[config.mk]
export PLATFORM = sky130hd
export DESIGN_NAME = regfile_dump
export DESIGN_NICKNAME = d
export VERILOG_FILES = /design/src/rtl/regfile_dump.sv
export SDC_FILE = /design/constraint.sdc
export NUM_CORES = 1
export LEC_CHECK = 0
export ABC_AREA = 1
export BUFFER_PORTS_ARGS = -buffer_cell sky130_fd_sc_hd__buf_2
export CAP_MARGIN = 20
export CORE_UTILIZATION = 55
export DETAILED_ROUTE_END_ITERATION = 10
export HOLD_SLACK_MARGIN = 0.15
export PLACE_DENSITY = 0.92
export SYNTH_ARGS = -nofsm -noshare
export SYNTH_HDL_FRONTEND = slang
export SYNTH_SLANG_ARGS = --single-unit
[constraint.sdc]
create_clock -name CLK -period 1.8 [get_ports CLK]
set_input_delay 0.09 -clock CLK [delete_from_list [all_inputs] [get_ports CLK]]
set_output_delay 0.09 -clock CLK [all_outputs]
set_load 0.02 [all_outputs]
[src/rtl/regfile_dump.sv]
// Debug readout engine: walks the register file through one read port and streams
// a header, every register word (4 bytes each) and a closing XOR checksum byte.
module regfile_dump #(
    parameter int          NUM_REGS  = 32,
    parameter logic [7:0]  HEADER    = 8'hA5,
    parameter bit          MSB_FIRST = 1'b0
) (
    input  logic        CLK,
    input  logic        reset,
    input  logic        start,
    output logic [4:0]  rd_addr,
    input  logic [31:0] rd_data,
    output logic [7:0]  tx_data,
    output logic        tx_valid,
    input  logic        tx_ready,
    output logic        busy,
    output logic        done
);

    localparam logic [2:0] IDLE = 3'd0;
    localparam logic [2:0] HDR  = 3'd1;
    localparam logic [2:0] LOAD = 3'd2;
    localparam logic [2:0] SEND = 3'd3;
    localparam logic [2:0] CSUM = 3'd4;
    localparam logic [2:0] FIN  = 3'd5;

    localparam logic [4:0] LAST_IDX = 5'(NUM_REGS - 1);

    logic [2:0]  state_reg, state_next;
    logic [4:0]  idx_reg, idx_next;
    logic [1:0]  byte_cnt_reg, byte_cnt_next;
    logic [31:0] shift_reg, shift_next;
    logic [7:0]  csum_reg, csum_next;

    logic [7:0]  send_byte;
    logic        handshake;

    assign send_byte = MSB_FIRST ? shift_reg[31:24] : shift_reg[7:0];

    // Every output is decoded from registered state only, so tx_ready never reaches tx_valid.
    assign tx_valid  = (state_reg == HDR) || (state_reg == SEND) || (state_reg == CSUM);
    assign busy      = (state_reg != IDLE);
    assign done      = (state_reg == FIN);
    assign rd_addr   = busy ? idx_reg : 5'd0;
    assign handshake = tx_valid && tx_ready;

    always_comb begin
        tx_data = 8'h00;
        case (state_reg)
            HDR:     tx_data = HEADER;
            SEND:    tx_data = send_byte;
            CSUM:    tx_data = csum_reg;
            default: tx_data = 8'h00;
        endcase
    end

    always_comb begin
        state_next    = state_reg;
        idx_next      = idx_reg;
        byte_cnt_next = byte_cnt_reg;
        shift_next    = shift_reg;
        csum_next     = csum_reg;
        case (state_reg)
            IDLE: begin
                if (start) begin
                    state_next = HDR;
                    idx_next   = 5'd0;
                    csum_next  = 8'h00;
                end
            end
            HDR: begin
                if (handshake) state_next = LOAD;
            end
            LOAD: begin
                // The register is snapshotted here; earlier writes are seen, later ones are not.
                shift_next    = rd_data;
                byte_cnt_next = 2'd0;
                state_next    = SEND;
            end
            SEND: begin
                if (handshake) begin
                    csum_next     = csum_reg ^ send_byte;
                    shift_next    = MSB_FIRST ? {shift_reg[23:0], 8'h00} : {8'h00, shift_reg[31:8]};
                    byte_cnt_next = byte_cnt_reg + 2'd1;
                    if (byte_cnt_reg == 2'd3) begin
                        if (idx_reg == LAST_IDX) begin
                            state_next = CSUM;
                        end else begin
                            idx_next   = idx_reg + 5'd1;
                            state_next = LOAD;
                        end
                    end
                end
            end
            CSUM: begin
                if (handshake) state_next = FIN;
            end
            FIN: begin
                state_next = IDLE;
            end
            default: begin
                state_next = IDLE;
            end
        endcase
    end

    always_ff @(posedge CLK or posedge reset) begin
        if (reset) begin
            state_reg    <= IDLE;
            idx_reg      <= 5'd0;
            byte_cnt_reg <= 2'd0;
            shift_reg    <= 32'd0;
            csum_reg     <= 8'h00;
        end else begin
            state_reg    <= state_next;
            idx_reg      <= idx_next;
            byte_cnt_reg <= byte_cnt_next;
            shift_reg    <= shift_next;
            csum_reg     <= csum_next;
        end
    end

endmodule
### After elaboration in Yosys (flattened, before gate mapping)

Index checks and enable logic that the tools add are counted.

* register bits after elaboration: 50
* bits of input ports: 36
* output and inout port bits: 16

* add/sub/neg operators: 2
* equal/unequal tests: 13
* multiplexer cells: 21
* bitwise gates (word level): 1
* reduce and logical (&&, ||, !) cells: 11

Operator list (number)
* case mux 32 bit (2 select lines): 1
* two-way mux 32 bit: 1
* two-way mux 5 bit: 5
* case mux 8 bit (3 select lines): 1
* two-way mux 3 bit: 6
* two-way mux 8 bit: 2
* case mux 8 bit (2 select lines): 1
* case mux 3 bit (5 select lines): 1
* != test 2 bit, second input constant: 5
* case mux 5 bit (2 select lines): 1
* AND reduction 5 bit: 2
* XOR 8 bit: 1
* == test 3 x 2 -> 1 bit, second input constant: 2
* == test 3 bit, second input constant: 2
* adder 5 x 1 -> 5 bit, second input constant: 1
* == test 5 bit, second input constant: 1
* case mux 2 bit (2 select lines): 1
* nonzero test 2 bit: 2
* == test 3 x 1 -> 1 bit, second input constant: 1
* zero test 3 bit: 1
* AND reduction 3 bit: 1
* nonzero test 3 bit: 1
* adder 2 x 1 -> 2 bit, second input constant: 1
* == test 2 bit, second input constant: 1
* other kinds (5): 6

### Depth between registers and ports, before layout

Gate-level depths: netlist of the first run.

* word-level depth: 6
* mapped depth: 10

### Least setup slack after synthesis of the first run

No wires, ideal clock.

* path kind: register -> register
* start point: reg idx_reg[0]
* end point: reg idx_reg[3]
* setup time: 0.118 ns
* data arrival time: 1.448 ns
* required time: 1.682 ns
* slack: 0.235 ns
* stages on the path, launching flop included: 11
* cell sequence: dfrtp_1 ha_1 nand2_1 nor2_1 ha_1 inv_1 nand2_1 nand2_1 nand4_1 nand2_1 nand2_1

* longest elaborated chain between the ends: 5
* elaborated cells between the ends (all ways): 8
* classes of those cells: add/sub: 1; eq/ne: 2; mux: 4; reduce/logical: 1

Ends and longest elaborated chain
* from (decl): RTL line 30 `logic [4:0] idx_reg, idx_next;`
* from (signal assigned): RTL line 116 `idx_reg <= idx_next;`
* adder 5 x 1 -> 5 bit: RTL line 89 `idx_next = idx_reg + 5'd1;`
* two-way mux 5 bit: RTL line 86 `if (idx_reg == LAST_IDX) begin`
* two-way mux 5 bit: RTL line 85 `if (byte_cnt_reg == 2'd3) begin`
* two-way mux 5 bit: RTL line 81 `if (handshake) begin`
* case mux 5 bit (2 select lines): RTL line 63 `case (state_reg)`

Several ways; a longest one is shown, not always the timed one. The select of a mux whose other input is x is not followed.
A chain may end at the register's enable or synchronous reset.

### Worst setup path in the final report of the first run

* start point: reg state_reg[0]
* end point: out tx_data[6]

* longest elaborated chain between the ends: 2
* elaborated cells between the ends (all ways): 4
* classes of those cells: eq/ne: 3; mux: 1

Ends and longest elaborated chain
* from (decl): RTL line 29 `logic [2:0] state_reg, state_next;`
* from (signal assigned): RTL line 115 `state_reg <= state_next;`
* == test 3 bit (tied with other cells): RTL line 49 `case (state_reg)`
* case mux 8 bit (3 select lines) *: RTL line 49
* to (decl): RTL line 13 `output logic [7:0] tx_data,`

Mark *: on every way between the ends. The rest lies on a longest branch, timed or not.

==> results.json, run 1 <==
{
  "grt_overflow": 0,
  "setup_viol": 0,
  "die_x_um": 70.3,
  "p_total_w": 0.00535,
  "synthMuxAreaShare_pct": 0,
  "period_needed_ns": 1.72,
  "die_y_um": 70.3,
  "yosys-top-cells-area": "dfrtp_1, nand2_1, nand3_1, nor2_1, inv_1",
  "clk_latency_ns": 0.31,
  "status": "finished clean",
  "fin_setup_tns_ns": 0,
  "multi_input_area_um2": 1140,
  "drc": 0,
  "critical_path.top_delay_family": "flip-flops",
  "hold_slack_ns": 0.325,
  "relSlewSlack_pct": 58.5,
  "yosys-top-cells-count": "nand2_1, dfrtp_1, nand3_1",
  "dpl_cell_area_um2": 2850,
  "clock_path_buffers": 2,
  "fillers": 287,
  "synthFlopType": "dfrtp_1",
  "drt_iter0_markers": 206,
  "start_util_pct": 58.1,
  "grt_pass1_wl_mm": 11.9,
  "period_share_pct": 95.4,
  "synth-seq-cells": 50,
  "cts.htree.levels": 2,
  "syn_area_per_cell_um2": 7.82,
  "slowest_delay_ns": 0.55,
  "fmax_mhz": 582,
  "cts_buffers": 5,
  "synth_fa_ha_area_share_pct": 1.46,
  "antenna_found_initial": 0,
  "synthCells": 328,
  "synth.net_count": 367,
  "syn2layout_area_growth_pct": 30.3,
  "worst_path_most_repeated_cell": "nand2_1",
  "fp.dieArea_um2": 4940,
  "diodes": 0,
  "cp.required_ns": 1.71,
  "clkTransAtPathRegs_ns": 0.09,
  "cts_tree": "done",
  "synth_top_family_by_area": "simple AND/OR/NAND/NOR gates",
  "worstHoldStart": "start",
  "rows": 24,
  "synth_area_um2": 2570,
  "synth_xor_area_share_pct": 2.73,
  "rsz0062_at_grt": "false",
  "via_per_inst": 5.51,
  "register_area_um2": 1250,
  "ant_nets": 0,
  "cap_violations": 0,
  "synth_top_area_cell": "dfrtp_1",
  "finalWirelength_mm": 7.27,
  "cp-start-kind": "register",
  "hold_depth": 7,
  "track_usage_pct": 31.3,
  "worstMarginPinSlew_ns": 0.622,
  "power.density_nw_per_um2": 1600,
  "synth_compound_area_share_pct": 7.17,
  "path_buf_inv": 1,
  "synth_edf_count": 0,
  "drive_above_1_share_pct": 19.4,
  "hold_path_end": "state_reg[2]",
  "yosysMostFrequentCell": "nand2_1",
  "cts_sinks": 50,
  "portBuffers": 51,
  "cp_max_fo": 9,
  "cp_data_arrival_time_ns": 1.63,
  "slew_violations": 0,
  "root_buffer": "clkbuf_8",
  "yosysWarnings": 0,
  "first_pass_iters": 8,
  "coreArea_um2": 4410,
  "ir_drop_mv": 1.08,
  "total_leakage_power_nw": 1.68,
  "hold_viol_final": 0,
  "end_kind": "primary output",
  "largest_reg_flops": 32,
  "gp_congestion": 0.938,
  "via_count": 2582,
  "worst-setup-path-type": "reg -> out",
  "async_flop_share_pct": 100,
  "synth.distinct_cells": 23,
  "fin_nets": 455,
  "fin_util_pct": 75.8,
  "grt_pass1_vias": 2577,
  "hp-class": "in -> reg",
  "timing.rr.start": "state_reg[1]",
  "clock-skew-final_ns": 0.00689,
  "yosysSeqAreaShare_pct": 48.8,
  "synthSimpleGateAreaFrac_pct": 32.3,
  "r2r-end": "shift_reg[17]",
  "cp_cell_sequence": "nand2_1 -> nor2_4 -> nand2_1 -> o21ai_1 -> buf_2",
  "r2r_slack_ns": 0.11,
  "num_io_pins": 52,
  "final_cell_area_um2": 3340,
  "cpMaxStageDelayCell": "dfrtp_1",
  "rr_worst_depth": 6,
  "dp_hpwl_mm": 3.85,
  "wl_per_cell_um": 15.5,
  "grt_start_max_net_pins": 51,
  "synth_top_area_share_pct": 48.8
}
tightest hold or removal path, cell delays in order:
cell and delay, ns:
buf_2 0.10, inv_1 0.05, nand3_1 0.11, inv_1 0.08, nor2_1 0.06, nand3_1 0.06, nand2_1 0.05
layout make-up:
cell class	count	share of cell area (%)
Clock buffer	5	2.06
Clock inverter	3	1.35
Inverter	29	3.25
Multi-Input combinational cell	237	34.0
Sequential cell	50	37.4
Tap cell	52	1.95
Timing Repair Buffer	93	20.0
metrics by stage:
step	instances	setup slack (ns)
2_1_floorplan	328	0.235
3_3_place_gp	423	0.140
3_5_place_dp	423	0.113
4_1_cts	465	0.0668
5_1_grt	469	0.0139
6_report	469	0.0827
metal layers:
| layer | routed length (um) | GRT usage, % | part of all wire (%) |
|---|---|---|---|
| met3 | 534 | 7.22 | 7.3 |
| met2 | 3800 | 54.6 | 52 |
| met5 | 0 | 0 | 0 |
| met1 | 2770 | 36.4 | 38 |
| met4 | 166 | 13.8 | 2.3 |
placed cells by master (no fill, tap or decap):
master	Yosys	final
nand2_1	120	119
buf_2	6	51
dfrtp_1	50	49
nand3_1	39	39
dlygate4sd3_1	0	34
nor2_1	27	27
inv_1	26	25
o21ai_1	8	10
xnor2_1	8	8
a22o_1	8	8
buf_4	4	7
nor2_4	4	5
o21ai_0	7	5
clkbuf_8	0	5
inv_2	3	4
o22ai_1	4	4
nor3_1	2	2
nand4_1	2	2
ha_1	3	2
clkinvlp_4	0	2
o21ai_2	1	1
nand2_2	0	1
a21oi_1	1	1
nor3b_1	1	1
ha_2	0	1
bufinv_16	0	1
nor2_2	1	1
dfrtp_2	0	1
buf_12	0	1
worst max-delay path by stage:
stage | start | to | slack [ns] | cells past startpoint
2_1_floorplan | idx_reg[0] | idx_reg[3] | 0.23 | 10
3_3_place_gp | idx_reg[0] | idx_reg[3] | 0.14 | 10
3_5_place_dp | idx_reg[0] | idx_reg[0] | 0.11 | 10
4_1_cts | state_reg[1] | tx_data[4] | 0.07 | 4
5_1_grt | idx_reg[0] | idx_reg[3] | 0.01 | 10
6_report | state_reg[0] | tx_data[6] | 0.08 | 5
cell families (layout without fill, tap and decap cells):
family,Yosys count,count (layout)
simple gates,196,197
compound gates,29,29
xor+xnor,8,8
fa+ha+maj,3,3
flops,50,50
buf+inv,42,130
timing repair:
action	in CTS	in global routing
cloned	0	1
setup buffers	0	3
gates resized for setup	2	4
endpoints found under the setup margin	2	16
hold endpoints to repair	83	0
pin swaps	0	3
hold buffers	34	0
where the power goes:
group / total (W) / switching, W / internal, W / leakage, nW
Combinational: 0.00259 / 0.00164 / 0.000950 / 0.995
Clock: 0.000810 / 0.000396 / 0.000414 / 0.0504
Sequential: 0.00194 / 0.000377 / 0.00157 / 0.637
Total: 0.00535 / 0.00242 / 0.00293 / 1.68
Note: power is estimated with default switching activity, not from simulation.
==> run 2: changes to the inputs <==
Settings changed: CTS_CLUSTER_DIAMETER set to 80, REMOVE_ABC_BUFFERS set to 1.
==> run 2 against run 1 <==
Against the previous run: die area did not move; cell count is the same; critical path type unchanged; count of clock-buffer cells in the layout grew 1; flip-flop and latch count unchanged; clock skew increased by 0.0048 ns; clock power is 1% higher; worst setup slack better by 0.029 ns; routed wire length is 2.2% lower; fmax up 1.7%; critical path depth down 1.
==> results.json, run 2 (synthesis gave the netlist of run 1 again) <==
{
  "timing.rr.start": "state_reg[1]",
  "rows": 24,
  "rsz0062_at_grt": "false",
  "rr_worst_depth": 6,
  "fin_nets": 456,
  "setup_viol": 0,
  "fin_util_pct": 75.9,
  "hp-class": "in -> reg",
  "cts_sinks": 50,
  "via_count": 2594,
  "fp.dieArea_um2": 4940,
  "drt_iter0_markers": 225,
  "layout_common_cells": "nand2_1, buf_2, dfrtp_1",
  "cp_data_arrival_time_ns": 1.60,
  "cp.required_ns": 1.71,
  "portBuffers": 51,
  "hold_slack_ns": 0.334,
  "gp_congestion": 0.801,
  "period_share_pct": 93.8,
  "diodes": 0,
  "dp_hpwl_mm": 4.04,
  "critical_path.top_delay_family": "flip-flops",
  "grt_pass1_vias": 2624,
  "cp_cell_sequence": "nor2_4 -> nand2_2 -> o21ai_0 -> buf_2",
  "syn2layout_area_growth_pct": 30.6,
  "drive_above_1_share_pct": 19.7,
  "path_buf_inv": 1,
  "via_per_inst": 5.53,
  "dpl_cell_area_um2": 2870,
  "start_util_pct": 58.1,
  "final_common_cell": "nand2_1",
  "cp-start-kind": "register",
  "end_kind": "primary output",
  "cts.htree.levels": 2,
  "clkTransAtPathRegs_ns": 0.08,
  "fmax_mhz": 592,
  "num_io_pins": 52,
  "period_needed_ns": 1.69,
  "finalWirelength_mm": 7.11,
  "status": "finished clean",
  "relSlewSlack_pct": 58.8,
  "clock-skew-final_ns": 0.0116,
  "ant_nets": 0,
  "track_usage_pct": 30.9,
  "die_x_um": 70.3,
  "grt_start_max_net_pins": 33,
  "root_buffer": "clkbuf_8",
  "worstHoldStart": "start",
  "r2r-end": "shift_reg[7]",
  "first_pass_iters": 5,
  "hold_path_end": "state_reg[0]",
  "ir_drop_mv": 0.950,
  "final_cell_area_um2": 3350,
  "hold_depth": 7,
  "clock_path_buffers": 2,
  "clk_latency_ns": 0.31,
  "worst-setup-path-type": "reg -> out",
  "slowest_delay_ns": 0.48,
  "r2r_slack_ns": 0.12,
  "cp_max_fo": 10,
  "largest_reg_flops": 32,
  "coreArea_um2": 4410,
  "antenna_found_initial": 0,
  "slew_violations": 0,
  "cap_violations": 0,
  "wl_per_cell_um": 15.2,
  "drc": 0,
  "worstMarginPinSlew_ns": 0.618,
  "cts_tree": "done",
  "hold_viol_final": 0,
  "grt_overflow": 0,
  "fillers": 302,
  "power.density_nw_per_um2": 1590,
  "cpMaxStageDelayCell": "dfrtp_1",
  "cts_buffers": 5,
  "grt_pass1_wl_mm": 12.0,
  "die_y_um": 70.3,
  "total_leakage_power_nw": 1.69
}
-- run 2: changes by cell type in the layout (fill, tap and decap cells not counted), sizes merged --
cell      before  now
clkbuf         5    6
clkinvlp       2    0
buf           59   60
-- run 2: worst max path at each step --
stage / from / endpoint / slack, ns / cells after the start
global placement: idx_reg[0] / idx_reg[3] / 0.22 / 10
CTS: state_reg[0] / tx_data[1] / 0.04 / 4
global route: state_reg[1] / tx_data[3] / 0.009 / 4
floorplan: state_reg[0] / shift_reg[0] / -0.04 / 5
finish: state_reg[1] / tx_data[3] / 0.11 / 4
detailed placement: idx_reg[0] / idx_reg[4] / 0.12 / 10
-- run 2: routing by layer --
layer | share of wire [%] | vias up | global-route usage [%]
li1 | - | 1217 | -
met1 | 39 | 1202 | 37.0
met2 | 51 | 147 | 52.3
met3 | 6.9 | 28 | 7.22
met4 | 3.3 | 0 | 14.4
met5 | 0 | - | 0
-- run 2: report_power, final --
| part | switching [W] | internal, W |
|---|---|---|
| clock | 0.000373 | 0.000445 |
| sequential | 0.000357 | 0.00157 |
| combinational | 0.00164 | 0.000952 |
| total | 0.00237 | 0.00297 |
-- run 2: repair_timing --
| action | 4_1_cts | 5_1_grt |
|---|---|---|
| hold buffers | 34 | 0 |
| setup buffers | 0 | 2 |
| pin swaps | 0 | 3 |
| gates cloned | 0 | 1 |
| endpoints found under the hold margin | 61 | 0 |
| resized for setup | 1 | 5 |
| endpoints found under the setup margin | 4 | 11 |
-- run 2: final cells by class --
cell class              count  area [um2]  share of cell area (%)
well taps                  52        65.1                    1.94
clock buffers               6        82.6                    2.46
clock inverters             1        30.0                   0.896
repair buffers             94         676                    20.2
flip-flops and latches     50        1250                    37.4
multi-input cells         237        1140                    33.9
inverters                  29         109                    3.25
-- run 2: worst reg2reg max path, cell delays in order, from the launching register on --
cell and delay, ns:
dfrtp_1 0.51, inv_2 0.15, nor2_4 0.15, o21ai_2 0.13, nor2_2 0.47, nand2_1 0.14
nand3_1 0.10
-- run 2: through the flow --
stage                     setup TNS (ns)  total power (W)  setup WS (ns)  cells
after detailed placement               0          0.00429          0.120    425
after floorplan                   -0.945          0.00354        -0.0386    315
after global placement                 0          0.00415          0.224    425
final                                  0          0.00534          0.111    469
after CTS                              0          0.00516         0.0350    466
after global routing                   0          0.00570        0.00878    469
==> run 3: changes to the inputs <==
--- a/constraint.sdc
+++ b/constraint.sdc
@@ -3,2 +3,2 @@
 set_output_delay 0.09 -clock CLK [all_outputs]
-set_load 0.02 [all_outputs]
+set_load 0.05 [all_outputs]
==> run 3 against run 2 <==
Against the previous run: sequential power up 2%; non-clock buffer count did not move; clock skew fell by 0.0024 ns; clock power down 2%; power up 6.6%; critical path depth is the same; combinational power is 13% higher; first-iteration DRC count grew 2.7%; largest power group unchanged; highest routed layer unchanged.
==> results.json, run 3 (synthesis gave the netlist of run 1 again) <==
{
  "cts_buffers": 5,
  "power.density_nw_per_um2": 1680,
  "worstMarginPinSlew_ns": 0.569,
  "die_y_um": 70.3,
  "drive_above_1_share_pct": 20.6,
  "cpMaxStageDelayCell": "dfrtp_2",
  "grt_start_max_net_pins": 27,
  "fin_util_pct": 76.9,
  "r2r_slack_ns": 0.14,
  "cts_tree": "done",
  "grt_overflow": 0,
  "total_leakage_power_nw": 1.69,
  "slew_violations": 0,
  "clk_latency_ns": 0.31,
  "setup_viol": 0,
  "coreArea_um2": 4410,
  "worst-setup-path-type": "reg -> out",
  "ir_drop_mv": 0.976,
  "layout_common_cells": "nand2_1, buf_2, dfrtp_1",
  "cp.required_ns": 1.71,
  "dp_slack_ns": 0.119,
  "grt_pass1_wl_mm": 11.3,
  "cp-start-kind": "register",
  "syn2layout_area_growth_pct": 32.2,
  "cp_max_fo": 10,
  "r2r-end": "idx_reg[3]",
  "hold_depth": 7,
  "clock_path_buffers": 2,
  "top_layer": "met4",
  "timing.rr.start": "idx_reg[0]",
  "final_common_cell": "nand2_1",
  "wl_per_cell_um": 15.0,
  "relSlewSlack_pct": 62.0,
  "cts.htree.levels": 2,
  "dp_hpwl_mm": 3.84,
  "fin_nets": 456,
  "cap_violations": 0,
  "finalWirelength_mm": 7.05,
  "clock-skew-final_ns": 0.00921,
  "largest_reg_flops": 32,
  "drt_iter0_markers": 231,
  "end_kind": "primary output",
  "rr_worst_depth": 10,
  "hold_viol_final": 0,
  "first_pass_iters": 6,
  "antenna_found_initial": 0,
  "timing.final.ws_setup_ns": 0.0746,
  "slowest_delay_ns": 0.48,
  "rows": 24,
  "worstHoldStart": "start",
  "hp-class": "in -> reg",
  "fp.dieArea_um2": 4940,
  "diodes": 0,
  "cts_sinks": 50,
  "cp_cell_sequence": "nor2_4 -> nand2_2 -> o22ai_1 -> buf_2",
  "track_usage_pct": 29.4,
  "dpl_cell_area_um2": 2870,
  "wl_met1_mm": 2.83,
  "ant_nets": 0,
  "grt_pass1_vias": 2546,
  "portBuffers": 51,
  "routed-wl-met2_mm": 3.54,
  "cp_data_arrival_time_ns": 1.64,
  "drc": 0,
  "start_util_pct": 58.1,
  "wl_met3_um": 478,
  "period_needed_ns": 1.73,
  "hold_path_end": "state_reg[2]",
  "num_io_pins": 52,
  "gp_congestion": 0.844,
  "status": "finished clean",
  "final_cell_area_um2": 3390,
  "die_x_um": 70.3,
  "period_share_pct": 95.9,
  "fmax_mhz": 580,
  "root_buffer": "clkbuf_8",
  "via_per_inst": 5.57,
  "p_total_w": 0.00569,
  "via_count": 2618,
  "clkTransAtPathRegs_ns": 0.09
}
-- run 3: cell count changes in the layout (fill, tap and decap cells not counted), moves of 3 or more --
cell / before / now
buf_2: 51 / 47
clkbuf_4: 0 / 3
dfrtp_1: 48 / 45
dfrtp_2: 2 / 5
-- run 3: final cells by class --
| class | count | area, um2 |
|---|---|---|
| inverters | 29 | 109 |
| clock inverters | 3 | 43.8 |
| repair buffers | 94 | 698 |
| flip-flops and latches | 50 | 1260 |
| clock buffers | 5 | 68.8 |
| multi-input cells | 237 | 1150 |
| well taps | 52 | 65.1 |
| fillers | 258 | 1020 |
-- run 3: what timing repair did --
item | in CTS | in global routing
endpoints found under the hold margin | 57 | 0
pin swaps | 0 | 3
endpoints found under the setup margin | 9 | 20
gates cloned | 0 | 1
gates resized for setup | 3 | 12
setup buffers | 0 | 3
hold buffers | 34 | 0
-- run 3: metrics by stage --
stage          hold slack, ns   TNS, ns  instances
2_1_floorplan           0.218     -2.41        315
3_3_place_gp            0.171         0        424
3_5_place_dp            0.167         0        424
4_1_cts                 0.318         0        466
5_1_grt                 0.392  -0.00376        470
6_report                0.310         0        470
-- run 3: worst max path at each step --
stage | slack, ns | to | start
3_5_place_dp | 0.12 | idx_reg[0] | idx_reg[0]
2_1_floorplan | -0.21 | tx_data[1] | state_reg[0]
5_1_grt | -0.004 | tx_data[6] | state_reg[1]
6_report | 0.07 | tx_data[5] | state_reg[1]
4_1_cts | 0.02 | tx_data[6] | state_reg[0]
3_3_place_gp | 0.14 | idx_reg[3] | idx_reg[0]
-- run 3: where the power goes --
part / internal [W] / switching, W / leakage, nW / total, W
logic: 0.000988 / 0.00193 / 1.00 / 0.00292
clock network: 0.000417 / 0.000384 / 0.0585 / 0.000801
registers: 0.00158 / 0.000396 / 0.632 / 0.00197
-- run 3: worst max-delay path: cells and delay by family (launching register included) --
kind / cells / cell delay [ns]
AO/OA/AOI/OAI: 1 / 0.20
buffers and inverters: 1 / 0.30
flip-flops: 1 / 0.48
AND/OR/NAND/NOR: 2 / 0.35
-- run 3: per-layer routing --
layer | track usage [%] | vias up
met1 | 35.4 | 1223
li1 | - | 1218
met5 | 0 | -
met4 | 11.1 | 0
met2 | 51.2 | 147
met3 | 6.06 | 30
